File: src/rtl/inst_buffer.sv
// inst_buffer: circular FIFO between instruction fetch and decode.
// Fetch pushes one {inst, pc} per cycle; decode pops the head entry.
// A squash drops every buffered entry in a single cycle. When empty,
// the head presents a NOP with valid low so decode emits a bubble.
module inst_buffer #(
   parameter int DEPTH = 4,
   parameter int XLEN  = 32
) (
   input  logic                   clock,
   input  logic                   reset,
   input  logic                   squash,
   input  logic                   if_valid,
   input  logic [31:0]            if_inst,
   input  logic [XLEN-1:0]        if_pc,
   output logic                   if_ready,
   input  logic                   id_ready,
   output logic                   id_valid,
   output logic [31:0]            id_inst,
   output logic [XLEN-1:0]        id_pc,
   output logic [$clog2(DEPTH):0] count
);

   localparam int AW = $clog2(DEPTH);
   localparam int CW = AW + 1;
   localparam int EW = 32 + XLEN;

   localparam logic [31:0]   NOP_INST = 32'h0000_0013;
   localparam logic [CW-1:0] FULL_CNT = CW'(DEPTH);

   // Entry storage: {inst, pc}. Contents are meaningless for unoccupied slots.
   logic [EW-1:0] mem_q [DEPTH];

   logic [AW-1:0] head_q, head_d;
   logic [AW-1:0] tail_q, tail_d;
   logic [CW-1:0] count_q, count_d;

   logic          push;
   logic          pop;
   logic [EW-1:0] head_entry;

   // Handshake status is derived from the registered occupancy only, so a
   // pop in the same cycle never opens room for a push when full.
   always_comb begin
      if_ready   = (count_q != FULL_CNT);
      id_valid   = (count_q != '0);
      head_entry = mem_q[head_q];
      id_inst    = NOP_INST;
      id_pc      = '0;
      if (id_valid) begin
         id_inst = head_entry[EW-1:XLEN];
         id_pc   = head_entry[XLEN-1:0];
      end
      count = count_q;
   end

   // Squash dominates: a flush cycle performs neither a push nor a pop.
   always_comb begin
      push = if_valid & if_ready & ~squash;
      pop  = id_valid & id_ready & ~squash;
   end

   // Next-state pointers and occupancy; pointers wrap naturally at DEPTH.
   always_comb begin
      head_d  = head_q;
      tail_d  = tail_q;
      count_d = count_q;
      if (squash) begin
         head_d  = '0;
         tail_d  = '0;
         count_d = '0;
      end else begin
         if (push) begin
            tail_d = tail_q + AW'(1);
         end
         if (pop) begin
            head_d = head_q + AW'(1);
         end
         case ({push, pop})
            2'b10:   count_d = count_q + CW'(1);
            2'b01:   count_d = count_q - CW'(1);
            default: count_d = count_q;
         endcase
      end
   end

   // Control state: asynchronously cleared, updated every rising edge.
   always_ff @(posedge clock or posedge reset) begin
      if (reset) begin
         head_q  <= '0;
         tail_q  <= '0;
         count_q <= '0;
      end else begin
         head_q  <= head_d;
         tail_q  <= tail_d;
         count_q <= count_d;
      end
   end

   // Entry write at the tail; data storage needs no reset.
   always_ff @(posedge clock) begin
      if (push) begin
         mem_q[tail_q] <= {if_inst, if_pc};
      end
   end

endmodule

File: config.mk
export PLATFORM = sky130hd
export DESIGN_NAME = inst_buffer
export DESIGN_NICKNAME = d
export VERILOG_FILES = /design/src/rtl/inst_buffer.sv
export SDC_FILE = /design/constraint.sdc
export NUM_CORES = 1
export LEC_CHECK = 0
export ABC_AREA = 0
export CAP_MARGIN = 25
export CORE_ASPECT_RATIO = 0.75
export CORE_MARGIN = 1.5
export CORE_UTILIZATION = 45
export DETAILED_ROUTE_END_ITERATION = 10
export PLACE_DENSITY = 0.67
export SYNTH_ARGS = -nofsm -noshare
export SYNTH_HDL_FRONTEND = slang
export SYNTH_SLANG_ARGS = --single-unit
File: constraint.sdc
create_clock -name clock -period 6.1 [get_ports clock]
set_input_delay 0.915 -clock clock [delete_from_list [all_inputs] [get_ports clock]]
set_output_delay 0.915 -clock clock [all_outputs]
set_load 0.01 [all_outputs]
==> summary.txt, run 1 <==
Total congestion overflow: 0
Minimum clock period: 3.92 ns
Initial antenna violation count: 2
Initial Util: 46.0%
Core ar.: 22,200 sq um
Crit Path Class: reg2out
CP required: 5.18 ns
Clock share of power: 36.7%
Relative slew slack: 33.0%
Maximum VDD drop: 0.000161 V
Row count: 47
Cts repair resizes: 0
Hold buffers post-CTS: 0
Nets: 692
Worst-Margin Slew: 1.01 ns
Post-Syn Instances: 471
I/O pin count: 138
Clock Sinks: 263
Root Buffer: clkbuf_16
# port buffers: 137
Area delta synth->final: 25.3%
Total track usage: 17.1%
Fmax: 255 MHz
Via count: 4,958
Final period util: 64.3%
Share of cells above drive strength 1: 17.8%
GP Congestion: 0.710
Net Sw Power: 890 uW
Vias per cell: 5.31
Post-synthesis cell type count: 33
PD cells: 318 nW/um^2
Post-Syn Nets: 545
CP arrival: 3.00 ns
Final Max Tran Viols: 0
Netlist Area Pre-Place: 10,200 sq um
First-pass GRT wire length: 30,600 um
Clock Pin Slew Worst Setup and Hold Paths: 0.06 ns
Routed Antenna Nets: 0
Final TNS setup: 0 ns
Type of origin of the critical path: register
Int Pwr: 3.18 mW
Worst-Skew Late Latency: 0.53 ns
Detailed Place HPWL: 10,800 um
Die width: 177 um
Largest net degree at the start of global routing: 66
Leak: 4.04 nW
Seq cells post-synth: 263
Comb pwr share: 12.4%
Leading cell type in the layout, fill and taps excluded: edfxtp_1
# Post-CTS Setup Buffers: 0
RSZ-0062 raised after global routing: false
Total CTS buffers: 27
Most frequent cells in the layout: 256 x edfxtp_1, 137 x clkdlybuf4s50_1, 64 x mux4_2
Bufs on Longest Clock Path: 3
Number of global-route vias before repair: 5,484
Ys Warns: 0
Switching Share: 21.9%
Register area share after synthesis: 77.0%
Fillers: 1,638
Sequential power share: 50.8%
Avg Inst Size Synth: 21.7 sq um
Total wire length: 19,600 um
Worst Skew: 0.0110 ns
Worst min path class: reg2reg
Status: finished, final reports clean
CTS tree: done
Drt first pass iters: 6
H-tree depth: 1
Worst setup EP type: primary output
Drt initial violations: 464
Final count of hold timing violations: 0
Die H: 133 um
Critical-path maximum fanout: 32
Max-Cap Viols: 0
Setup violators final: 0
Routed wire length per instance: 20.9 um
Die area: 23,600 sq um
Pwr Total: 4.07 mW
DRC viols: 0
==> sequential cells by signal, indices dropped and copies added, names as in the netlist <==
signal	cells
count	3
head_q	2
mem_q	256
tail_q	2
==> layout make-up <==
class                      count  area, sq um  share of cell area, %
inverter                       8         30.0                  0.235
antenna                        1         2.50                 0.0196
clock inverter                17          105                  0.822
clock buffer                  33          698                   5.46
tap                          294          368                   2.88
multi-input combinational    174         2180                   17.0
timing repair buffer         144         1540                   12.0
sequential                   263         7870                   61.6
==> Yosys cell counts, drive strengths merged <==
library cell / count / area, sq um
o311ai: 1 / 8.76
o2111ai: 2 / 17.5
ha: 4 / 50.1
edfxtp: 256 / 7690
or4: 1 / 7.51
xor2: 2 / 17.5
mux2: 1 / 11.3
nor3b: 1 / 7.51
o21ai: 2 / 10.0
inv: 8 / 30.0
a211oi: 1 / 7.51
a21oi: 3 / 15.0
nand2: 2 / 7.51
nand3: 4 / 20.0
o221ai: 1 / 8.76
o21a: 1 / 7.51
and2: 65 / 407
clkbuf: 10 / 37.5
nor3: 3 / 15.0
fa: 1 / 20.0
dfrtp: 7 / 175
o31ai: 1 / 7.51
nor2: 5 / 18.8
o21bai: 1 / 7.51
a31oi: 1 / 6.26
buf: 16 / 110
mux4: 64 / 1440
or2: 4 / 25.0
xnor2: 1 / 8.76
nand2b: 2 / 12.5
==> power groups by stage <==
stage               logic [mW]  registers [mW]  clock network [mW]
floorplan                0.273            2.09                   0
global placement         0.466            2.12                   0
detailed placement       0.499            2.11                   0
CTS                      0.502            2.07                1.53
global route             0.546            2.07                1.60
finish                   0.506            2.07                1.49
==> worst paths after layout <==
check                                from           end  slack [ns]  cells after the start
worst min-delay path            tail_q[1]     tail_q[1]        0.63                      2
worst min register to register  tail_q[1]     tail_q[1]        0.63                      2
max in group asynchronous           reset     head_q[1]        5.20                      2
worst max register to register   count[0]  mem_q[0][49]        3.70                      4
min in group asynchronous           reset      count[0]        0.64                      2
worst max-delay path             count[0]      id_pc[2]        2.18                      5
==> critical path: stages, from the launching register on <==
cell,delay (ns)
dfrtp_1,0.52
nor3_1,0.57
inv_2,0.42
buf_16,0.29
and2_1,0.19
clkdlybuf4s50_1,0.50
==> per-layer routing <==
metal | share of wire, % | wire (um) | GRT usage [%] | vias to the layer above
met1 | 46 | 8980 | 24.1 | 2578
met3 | 5.2 | 1020 | 3.65 | 27
met4 | 1.5 | 289 | 4.24 | 2
met5 | 0.066 | 13 | 0 | -
met2 | 47 | 9250 | 27.6 | 147
li1 | - | - | - | 2204
==> logic make-up after synthesis <==
kind of cell / after synthesis / share of synthesized area (%)
buf+inv: 34 / 1.74
compound gates: 14 / 0.944
flops: 263 / 77.0
xor+xnor: 3 / 0.257
simple gates: 87 / 5.10
fa+ha+maj: 5 / 0.687
mux: 65 / 14.2
==> metrics by stage <==
stage               hold WS, ns  instances  setup slack (ns)  util, %  area, sq um
floorplan                 0.557        471              2.59        -        10200
global route              0.657        933              1.95     57.7        12800
detailed placement        0.601        878              2.52     53.5        11900
finish                    0.628        934              2.18     57.7        12800
CTS                       0.611        928              2.08     57.1        12700
global placement          0.571        877              2.29     53.3        11800
(Power assumes the default switching activity.)
==> run 2, diff against run 1 <==
Clock period 6.1 ns to 3.83 ns, I/O delays scaled along.
==> summary.txt, run 2 (synthesis gave the netlist of run 1 again) <==
Status: finished, final reports clean
Int Pwr: 5.15 mW (+62%)
Comb pwr share: 12.3% (about the same)
Pre-CTS setup slack: 0.696 ns (-1.83 ns)
CP max stage delay: 0.51 ns (-0.06 ns)
Final count of hold timing violations: 0 (unchanged)
RSZ-0062 raised after global routing: false
Row count: 47 (unchanged)
GP Congestion: 0.672 (-5.3%)
Bufs on Longest Clock Path: 3 (unchanged)
Type of origin of the critical path: register
CP arrival: 2.80 ns (-0.20 ns)
# Post-CTS Setup Buffers: 0 (unchanged)
Switching Share: 21.3% (-0.53 points)
Vias per cell: 5.24 (-1.4%)
CTS tree: done
Total track usage: 17.3% (+0.16 points)
Critical-path cell list: nor3_1 > inv_2 > buf_4 > and2_1 > clkdlybuf4s50_1
First-pass GRT wire length: 30,500 um (-0.45%)
Number of global-route vias before repair: 5,329 (-2.8%)
Crit-path leading delay family: buffers and inverters
Setup violators final: 0 (unchanged)
Max-Cap Viols: 0 (unchanged)
Share of cells above drive strength 1: 19.9% (+2.1 points)
Root Buffer: clkbuf_16
Largest net degree at the start of global routing: 42 (-36%)
Die area: 23,600 sq um (unchanged)
Core ar.: 22,200 sq um (unchanged)
Total CTS buffers: 26 (-3.7%)
Total congestion overflow: 0 (unchanged)
Final TNS setup: 0 ns (unchanged)
Relative slew slack: 61.6% (+29 points)
# port buffers: 137 (unchanged)
Area delta synth->final: 25.9%
Die width: 177 um (unchanged)
DRC viols: 0 (unchanged)
Clock share of power: 37.6% (+0.9 points)
Critical-path maximum fanout: 27 (-16%)
Initial Util: 46.0% (unchanged)
Nets: 702 (+1.4%)
I/O pin count: 138 (unchanged)
Sequential power share: 50.2% (-0.6 points)
Worst min path class: in2async
Cts repair resizes: 0 (unchanged)
Final period util: 88.1%
Worst setup EP type: primary output
Most frequent cells in the layout: 256 x edfxtp_1, 137 x clkdlybuf4s50_1, 64 x mux4_2
Die H: 133 um (unchanged)
Detailed Place HPWL: 12,200 um (+13%)
Via count: 4,942 (-0.32%)
Final Max Tran Viols: 0 (unchanged)
PD cells: 510 nW/um^2 (+60%)
Clock Sinks: 263 (unchanged)
Fmax: 296 MHz
Drt first pass iters: 4 (-2)
Buf/Inv on CP: 3 (unchanged)
H-tree depth: 1 (unchanged)
Largest reg by FF count: mem_q
Worst Skew: 0.00880 ns (-0.00219 ns)
Net Sw Power: 1.40 mW (+57%)
Leak: 4.10 nW (+1.3%)
Min setup slack post-route: 0.457 ns (-1.72 ns)
Routed wire length per instance: 20.9 um (about the same)
Minimum clock period: 3.37 ns
Maximum VDD drop: 0.000302 V (+87%)
CP required: 3.26 ns (-1.92 ns)
Clock Pin Slew Worst Setup and Hold Paths: 0.06 ns (about the same)
Crit-path slowest cell: dfrtp_1
Drt initial violations: 451 (-2.8%)
Crit Path Class: reg2out
Hold buffers post-CTS: 0 (unchanged)
Total wire length: 19,800 um (+1.0%)
Routed Antenna Nets: 0 (unchanged)
Worst-Margin Slew: 0.575 ns (-0.430 ns)
Initial antenna violation count: 1 (-1)
Max reg flops: 256 (unchanged)
Worst-Skew Late Latency: 0.52 ns (about the same)
Leading cell type in the layout, fill and taps excluded: edfxtp_1
==> run 2: area by class of cell <==
cell class / instances / area, sq um
diodes: 2 / 5.00
clock buffers: 39 / 771
clock inverters: 9 / 72.6
fillers: 1610 / 9320
inverters: 8 / 30.0
multi-input cells: 174 / 2180
flip-flops and latches: 263 / 7870
well taps: 294 / 368
repair buffers: 155 / 1560
==> run 2: power by group through the flow <==
stage          logic [mW]  clock network (mW)  registers, mW
2_1_floorplan       0.435                   0           3.32
3_3_place_gp        0.807                   0           3.34
3_5_place_dp        0.819                   0           3.35
4_1_cts             0.823                2.52           3.29
5_1_grt             0.870                2.63           3.30
6_report            0.803                2.46           3.29
==> run 2: worst paths after layout <==
path                       slack (ns)     endpoint       from  cells after the start
min reg2reg                      0.61    tail_q[1]  tail_q[1]                      2
max reg2reg                      1.46  mem_q[2][8]   count[0]                      4
min                              0.33    head_q[0]      reset                      2
min in group clock               0.61    tail_q[1]  tail_q[1]                      2
max in group asynchronous        3.25    head_q[1]      reset                      2
max                              0.46    id_pc[21]   count[1]                      5
==> run 2: stage by stage <==
stage | cells | hold slack [ns] | instance area, sq um | util [%] | power (mW)
floorplan | 471 | 0.378 | 10200 | - | 3.76
global placement | 894 | 0.571 | 12000 | 54.1 | 4.15
detailed placement | 894 | 0.593 | 12000 | 54.1 | 4.17
CTS | 942 | 0.306 | 12800 | 57.9 | 6.64
global route | 942 | 0.340 | 12800 | 57.9 | 6.80
finish | 944 | 0.326 | 12800 | 58.0 | 6.55
==> run 2: routing by layer <==
metal,track usage [%],wire (um)
met1,23.7,8570
met2,28.2,9590
met3,4.65,1340
met4,3.30,256
met5,0,0
==> run 2: worst reg2reg max path: cells and delay by family (launching register included) <==
| kind | cells | cell delay, ns |
|---|---|---|
| buffers and inverters | 1 | 0.37 |
| flip-flops | 1 | 0.57 |
| AND/OR/NAND/NOR | 3 | 1.12 |
==> run 3, diff against run 2 <==
Settings changed: CORE_ASPECT_RATIO 0.75 to 1.1, GPL_ROUTABILITY_DRIVEN set to 0, RECOVER_POWER set to 50.
==> summary.txt, run 3 (synthesis gave the netlist of run 1 again) <==
Status: finished, final reports clean
Max reg flops: 256 (unchanged)
Share of cells above drive strength 1: 18.4% (-1.5 points)
Worst setup EP type: primary output
Total congestion overflow: 0 (unchanged)
Row count: 57 (+21%)
Initial Util: 46.0% (about the same)
Core Util, Final: 57.3% (-0.65 points)
Routed Antenna Nets: 0 (unchanged)
Largest net degree at the start of global routing: 63 (+50%)
Total track usage: 16.6% (-0.63 points)
Crit Path Class: reg2out
# Post-CTS Setup Buffers: 0 (unchanged)
Die H: 161 um (+21%)
# port buffers: 137 (unchanged)
Die area: 23,600 sq um (about the same)
Fillers: 1,618 (+0.50%)
Drt initial violations: 272 (-40%)
Clock Pin Slew Worst Setup and Hold Paths: 0.06 ns (about the same)
CP arrival: 2.80 ns (about the same)
Vias per cell: 5.30 (+1.2%)
Final TNS setup: 0 ns (unchanged)
Worst min path class: in2async
CP required: 3.26 ns (about the same)
Worst-Margin Slew: 0.933 ns (+0.358 ns)
Total CTS buffers: 25 (-3.8%)
Leak: 4.05 nW (-1.3%)
Root Buffer: clkbuf_16
Leading cell type in the layout, fill and taps excluded: edfxtp_1
I/O pin count: 138 (unchanged)
Die width: 147 um (-17%)
Pre-CTS setup slack: 0.754 ns (+0.0582 ns)
Nets: 695 (-1.0%)
Final count of hold timing violations: 0 (unchanged)
Cell count of the worst reg-to-reg path: 4 (unchanged)
Total wire length: 18,900 um (-4.5%)
First-pass GRT wire length: 30,100 um (-1.3%)
Fmax: 296 MHz (about the same)
Detailed Place HPWL: 11,900 um (-2.7%)
H-tree depth: 1 (unchanged)
FF-to-FF Start: count[0]
Non-filler cells, final: 933 (-1.2%)
Hold buffers post-CTS: 0 (unchanged)
Final Max Tran Viols: 0 (unchanged)
Worst-Skew Late Latency: 0.52 ns (about the same)
Routed wire length per instance: 20.2 um (-3.4%)
Minimum clock period: 3.38 ns (+0.00211 ns)
Critical-path maximum fanout: 25 (-7.4%)
Min setup slack post-route: 0.455 ns (-0.00211 ns)
Maximum VDD drop: 0.000290 V (-4.2%)
RSZ-0062 raised after global routing: false
Type of origin of the critical path: register
Placed insts: 889 (-0.56%)
Number of global-route vias before repair: 5,402 (+1.4%)
Cts repair resizes: 0 (unchanged)
Reg2Reg Setup Slack: 1.21 ns (-0.25 ns)
Area delta synth->final: 24.5%
DRC viols: 0 (unchanged)
Most frequent cells in the layout: 256 x edfxtp_1, 69 x dlygate4sd3_1, 68 x clkdlybuf4s50_1
DP Area: 12,000 sq um (-0.16%)
Core ar.: 22,200 sq um (about the same)
Max-Cap Viols: 0 (unchanged)
Worst flop-to-flop path endpoint: mem_q[2][27]
Bufs on Longest Clock Path: 3 (unchanged)
Worst Skew: 0.0168 ns (+0.00805 ns)
Final period util: 88.1% (about the same)
Drt first pass iters: 4 (unchanged)
Relative slew slack: 37.8% (-24 points)
Via count: 4,944 (+0.040%)
PD cells: 494 nW/um^2 (-3.2%)
Design Area, Final: 12,700 sq um (-1.1%)
Clock Sinks: 263 (unchanged)
Initial antenna violation count: 2 (+1)
CTS tree: done
Largest reg by FF count: mem_q
Setup violators final: 0 (unchanged)
==> run 3: cell count changes in the layout (fill, tap and decap cells not counted), sizes merged <==
cell           delta
buf               -6
clkbuf            -8
clkdlybuf4s50    -69
clkinv            +2
clkinvlp          -1
dlygate4sd3      +69
inv               +1
==> run 3: worst max-delay path by stage <==
stage,start,to,depth (start not counted)
after floorplan,if_valid,mem_q[0][0],4
after detailed placement,if_valid,mem_q[0][39],5
after global placement,if_valid,mem_q[2][8],5
after global routing,count[0],id_inst[10],4
final,head_q[0],id_pc[22],4
after CTS,head_q[0],id_pc[29],4
==> run 3: metrics by stage <==
| stage | hold WS (ns) | power [mW] |
|---|---|---|
| 6_report | 0.447 | 6.27 |
| 5_1_grt | 0.460 | 6.51 |
| 4_1_cts | 0.302 | 6.37 |
| 3_5_place_dp | 0.599 | 4.16 |
| 3_3_place_gp | 0.571 | 4.14 |
| 2_1_floorplan | 0.378 | 3.76 |
==> run 3: layout make-up <==
class                      instances  area, sq um  share of cell area [%]
timing repair buffer             149         1540                    12.1
multi-input combinational        174         2170                    17.1
sequential                       263         7870                    61.9
antenna                            2         5.00                  0.0394
inverter                           8         30.0                   0.236
tap                              295          369                    2.90
clock buffer                      31          648                    5.10
clock inverter                    11         78.8                   0.620
==> run 3: where the power goes <==
group / leakage [nW] / internal [mW] / switching (mW) / total [mW]
clock: 0.360 / 1.26 / 0.951 / 2.21
sequential: 2.42 / 3.24 / 0.0496 / 3.29
combinational: 1.27 / 0.437 / 0.334 / 0.772
total: 4.05 / 4.94 / 1.34 / 6.27
==> run 3: routing by layer <==
layer	part of all wire [%]	routed length (um)	global-route usage, %
met2	51	9670	28.7
met5	0	0	0
met3	5.1	957	2.93
met1	41	7820	21.6
met4	2.3	430	5.23
==> run 3: critical path: stages (launching register included) <==
cell and delay [ns]:
dfrtp_4 0.75, buf_12 0.30, mux4_2 0.57, and2_1 0.18, clkdlybuf4s50_1 0.47
